## config.mk

```make
export PLATFORM = sky130hd
export DESIGN_NAME = bm_dl_fsm_ctx_scheduler
export DESIGN_NICKNAME = d
export VERILOG_FILES = /design/src/rtl/bm_dl_fsm_ctx_scheduler.sv
export SDC_FILE = /design/constraint.sdc
export NUM_CORES = 1
export LEC_CHECK = 0
export ABC_AREA = 1
export BUFFER_PORTS_ARGS = -buffer_cell sky130_fd_sc_hd__buf_4
export CAP_MARGIN = 10
export CORE_ASPECT_RATIO = 0.7
export CORE_MARGIN = 3
export CORE_UTILIZATION = 35
export DETAILED_ROUTE_END_ITERATION = 10
export PLACE_DENSITY = 0.53
export SKIP_CTS_REPAIR_TIMING = 1
export SLEW_MARGIN = 20
export SYNTH_ARGS = -nofsm -noshare
export SYNTH_HDL_FRONTEND = slang
export SYNTH_SLANG_ARGS = --single-unit
```

## constraint.sdc

```tcl
create_clock -name clk_i -period 3.3 [get_ports clk_i]
set_input_delay 0.165 -clock clk_i [delete_from_list [all_inputs] [get_ports clk_i]]
set_output_delay 0.165 -clock clk_i [all_outputs]
set_load 0.03 [all_outputs]
```

## src/rtl/bm_dl_fsm_ctx_scheduler.sv

```systemverilog
// bm_dl_fsm_ctx_scheduler
// One shared "two consecutive ones" detector time-shared across N_CH serial
// streams. Each channel's detector state lives in a context register file.
// A round-robin arbiter picks one requester per cycle, and a 2-stage pipeline
// computes that channel's next state and writes it back.
module bm_dl_fsm_ctx_scheduler #(
    parameter int N_CH  = 4,
    parameter int IDX_W = 2
) (
    input  logic             clk_i,
    input  logic             rst_i,
    input  logic [N_CH-1:0]  req_i,
    input  logic [N_CH-1:0]  w_i,
    input  logic [N_CH-1:0]  clr_i,
    output logic [N_CH-1:0]  ack_o,
    output logic             z_valid_o,
    output logic [IDX_W-1:0] z_ch_o,
    output logic             z_o,
    output logic [7:0]       hit_cnt_o
);

    typedef enum logic [1:0] {
        ST_A = 2'b00,
        ST_B = 2'b01,
        ST_C = 2'b10,
        ST_X = 2'b11
    } state_e;

    // Per-channel saved detector state
    state_e           ctx_q [N_CH];

    // Arbiter pointer: most recently granted channel
    logic [IDX_W-1:0] last_q;

    // Stage 1: granted sample waiting for its next-state computation
    logic             s1_v_q;
    logic [IDX_W-1:0] s1_ch_q;
    logic             s1_w_q;
    state_e           s1_st_q;
    state_e           s1_st_d;

    // Stage 2: result registers
    logic             z_valid_q;
    logic [IDX_W-1:0] z_ch_q;
    logic             z_q;
    logic [7:0]       hit_cnt_q;

    logic             gnt_v;
    logic [IDX_W-1:0] gnt_ch;
    logic [IDX_W-1:0] cand;
    logic [N_CH-1:0]  ack;
    state_e           ns;
    logic             wb_cancel;

    // Round-robin search starting just after the last granted channel
    always_comb begin
        // NOTE: every signal driven here gets a default first, so no path
        // leaves one unassigned and no latch is inferred.
        ack    = '0;
        gnt_v  = 1'b0;
        gnt_ch = '0;
        cand   = '0;
        for (int k = 1; k <= N_CH; k++) begin
            cand = IDX_W'((int'(last_q) + k) % N_CH);
            if (!gnt_v && req_i[cand] && !clr_i[cand]) begin
                gnt_v  = 1'b1;
                gnt_ch = cand;
            end
        end
        if (gnt_v && !rst_i) begin
            ack[gnt_ch] = 1'b1;
        end
    end

    // Shared detector next-state function for the sample in stage 1
    always_comb begin
        ns = ST_A;
        case (s1_st_q)
            ST_A:       ns = s1_w_q ? ST_B : ST_A;
            ST_B, ST_C: ns = s1_w_q ? ST_C : ST_A;
            default:    ns = ST_A;
        endcase
    end

    // A clear on the stage-1 channel cancels its writeback this cycle
    assign wb_cancel = clr_i[s1_ch_q];

    // Stage-1 state fetch, bypassing the not-yet-written result of the same channel
    always_comb begin
        s1_st_d = ctx_q[gnt_ch];
        if (s1_v_q && !wb_cancel && (s1_ch_q == gnt_ch)) begin
            s1_st_d = ns;
        end
    end

    // Context register file: clears win over the stage-2 writeback
    always_ff @(posedge clk_i or posedge rst_i) begin
        // NOTE: the context file is reset because every channel must restart
        // in state A after reset; it is small enough to live in flops.
        if (rst_i) begin
            for (int i = 0; i < N_CH; i++) begin
                ctx_q[i] <= ST_A;
            end
        end else begin
            for (int i = 0; i < N_CH; i++) begin
                if (clr_i[i]) begin
                    ctx_q[i] <= ST_A;
                end else if (s1_v_q && (int'(s1_ch_q) == i)) begin
                    ctx_q[i] <= ns;
                end
            end
        end
    end

    // Arbiter pointer, stage-1 capture and stage-2 result registers
    always_ff @(posedge clk_i or posedge rst_i) begin
        // NOTE: state registers use non-blocking assignments so every flop
        // samples pre-edge values, independent of statement order.
        if (rst_i) begin
            last_q    <= IDX_W'(N_CH - 1);
            s1_v_q    <= 1'b0;
            s1_ch_q   <= '0;
            s1_w_q    <= 1'b0;
            s1_st_q   <= ST_A;
            z_valid_q <= 1'b0;
            z_ch_q    <= '0;
            z_q       <= 1'b0;
            hit_cnt_q <= '0;
        end else begin
            s1_v_q <= gnt_v;
            if (gnt_v) begin
                last_q  <= gnt_ch;
                s1_ch_q <= gnt_ch;
                s1_w_q  <= w_i[gnt_ch];
                s1_st_q <= s1_st_d;
            end
            z_valid_q <= s1_v_q;
            if (s1_v_q) begin
                z_ch_q    <= s1_ch_q;
                z_q       <= (ns == ST_C);
                hit_cnt_q <= hit_cnt_q + {7'd0, (ns == ST_C)};
            end
        end
    end

    assign ack_o     = ack;
    assign z_valid_o = z_valid_q;
    assign z_ch_o    = z_ch_q;
    assign z_o       = z_q;
    assign hit_cnt_o = hit_cnt_q;

endmodule
```

==> out/metrics.yaml <==
required_ps: 3130
routed_wl_um: 3990
worst-r2r-setup-slack_ps: 1130
synth_top_area_cell: "dfrtp_1"
max_freq_ghz: 0.402
startpoint_type: "register"
area_growth_pct: 20.3
tightest_slew_ps: 407
synth_seq_cells: 28
place_area_um2: 2000
cp_cell_sequence: "nand2_1, nand2_1, nand2_2, nor2_4, nand2_4, nand2_2, nand2_1, nor3_1, buf_4"
yosysMostFrequentCell: "nand2_1"
cts_buffers: 3
htreeDepth: 1
fin_crit_ps: 2490
core_um2: 4530
setup_ws_ps: 813
vias_per_cell: 4.71
slew_viol_final: 0
rr_worst_depth: 11
cts.clk_slew.worst_paths_ps: 100
tritoncts: "done"
worstSetupPathType: "reg2out"
synth.distinct_cells: 28
arrival_ps: 2320
relSlewSlack_pct: 72.6
ios: 30
drtPass1Iterations: 4
synth_common_cells: "nand2_1, inv_1, dfrtp_1"
synthArstFlopShare_pct: 100
status: "finished clean"
power_switching_mw: 0.958
hpwl_um: 3170
cp_max_fo: 10
rr_startpoint: "s1_st_q[1]$_DFFE_PP0P_"
finClkSkew_ps: 5.39
io_buffers: 29
p_total_mw: 1.90
clock_path_buffers: 2
timing.critical_path.buf_inv: 1
syn_avg_cell_area_um2: 7.64
synth_top_flop_cell: "dfrtp_1"
critical_path.endpoint_type: "output pin"
synth_edf_count: 0
pre_cts_slack_ps: 1110
grt_pass1_wl_um: 6910
yosysSeqAreaShare_pct: 40.9
synth_fp_nets: 243
min_path_type: "in2async"
path_delay_family: "simple AND/OR/NAND/NOR gates"
synth_warnings: 0
die_area_um2: 5800
die_h_um: 64.6
dieWidth_um: 89.8
finalHoldWorstSlack_ps: 20.6
clkSinkCount: 28
final-hold-violation-count: 0
netSwitchingFraction_pct: 50.4
start_util_pct: 38.0
critPathMostFrequentCell: "nand2_1"
num-nets-final: 274
routabilityCongestion: 0.887
crit_path_max_incr_delay_ps: 690
fin_setup_tns_ps: 0
grt_max_degree: 29
worstSkewPairLatency_ps: 270
synth_area_leaders: "dfrtp_1, nand2_1, inv_1"
placementRows: 20
clockPowerShare_pct: 14.3
finalInstanceArea_um2: 2070
route.detailed.drc: 0
grt_pass1_vias: 1376
p_per_area_nw_per_um2: 918
cts-root-buf: "clkbuf_8"
r2r-end: "hit_cnt_o[7]$_DFFE_PP0P_"
final_antenna_net_count: 0
syn_inst: 225
vias: 1511
power_frac_seq_pct: 28.7
max-vdd-ir-drop_uv: 547
rsz0062_at_grt: "no"
yosysTopAreaCellShare_pct: 37.8
antenna_found_initial: 0
wire_per_inst_um: 12.4
synth_area_um2: 1720
finalCritPeriodShare_pct: 75.4
layout-drive-gt1-share_pct: 25.9
grt_overflow: 0
diodes: 0
drt_iter0_drc: 121
p_leak_nw: 1.11
comb_power_share_pct: 57.0
critPathSlowestCell: "dfstp_2"
track_usage_pct: 14.5
p_int_mw: 0.941
maxCapViolCount: 0
setup_viol: 0
-- how the worst max path moves through the flow --
stage	startpoint	end	slack, ps	cells past startpoint
3_5_place_dp	s1_st_q[1]$_DFFE_PP0P_	hit_cnt_o[7]$_DFFE_PP0P_	1110	11
6_report	last_q[0]$_DFFE_PP1P_	ack_o[0]	810	9
4_1_cts	last_q[0]$_DFFE_PP1P_	ack_o[0]	800	9
5_1_grt	last_q[0]$_DFFE_PP1P_	ack_o[2]	560	9
2_1_floorplan	last_q[0]$_DFFE_PP1P_	ack_o[0]	1000	12
3_3_place_gp	s1_st_q[0]$_DFFE_PP0P_	hit_cnt_o[7]$_DFFE_PP0P_	1120	11
-- state kept, by name (all words and copies together), names as in the netlist --
signal / cells
z_o: 1
s1_ch_q: 2
s1_v_q: 1
s1_w_q: 1
hit_cnt_o: 8
s1_st_q: 2
last_q: 2
ctx_q: 8
z_ch_o: 2
z_valid_o: 1
-- worst min-delay path, delay by kind of cell --
family   cells  cell delay [ps]
buf+inv      3              560
-- stage by stage --
stage	util [%]	std cells
4_1_cts	45.7	321
5_1_grt	45.7	321
3_3_place_gp	44.1	317
2_1_floorplan	-	225
6_report	45.7	321
3_5_place_dp	44.1	317
-- cell type report --
type,instances,area (um2)
clock inverter,1,30.0
tap,66,82.6
inverter,33,129
timing repair buffer,30,225
clock buffer,3,41.3
multi-input combinational,160,857
sequential,28,703
fill,462,2460
-- cells by family (layout without fill, tap and decap cells) --
kind of cell | Yosys count | count (layout) | synth area share (%)
AO/OA/AOI/OAI | 20 | 20 | 6.84
AND/OR/NAND/NOR | 130 | 130 | 37.0
buffers and inverters | 37 | 67 | 9.24
flip-flops | 28 | 28 | 40.9
adder cells (fa/ha/maj) | 4 | 4 | 2.91
XOR/XNOR | 6 | 6 | 3.06
-- layout by cell type, fill, tap and decap left out, drive strengths merged, types with 2 or more instances in the layout --
cell type  instances
a21oi              3
buf               30
clkbuf             3
dfrtp             26
dfstp              2
ha                 4
inv               33
nand2             86
nand3             24
nand4              4
nor2               8
nor3               6
o21ai              8
o22ai              8
xnor2              2
xor2               4
-- metal layers --
metal	share of wire, %	global-route usage, %	vias up	wire, um
li1	-	-	778	-
met1	53	23.3	686	2120
met2	39	20.0	45	1550
met3	7.8	3.60	2	312
met4	0.30	1.15	0	12
met5	0	0	-	0
-- power by group through the flow --
stage | Sequential [mW] | Combinational (mW) | Clock (mW)
floorplan | 0.533 | 0.872 | 0
global placement | 0.552 | 1.09 | 0
detailed placement | 0.550 | 1.09 | 0
CTS | 0.544 | 1.09 | 0.277
global route | 0.561 | 1.25 | 0.290
finish | 0.545 | 1.08 | 0.272
No activity file was read; power rests on OpenSTA's default activity.
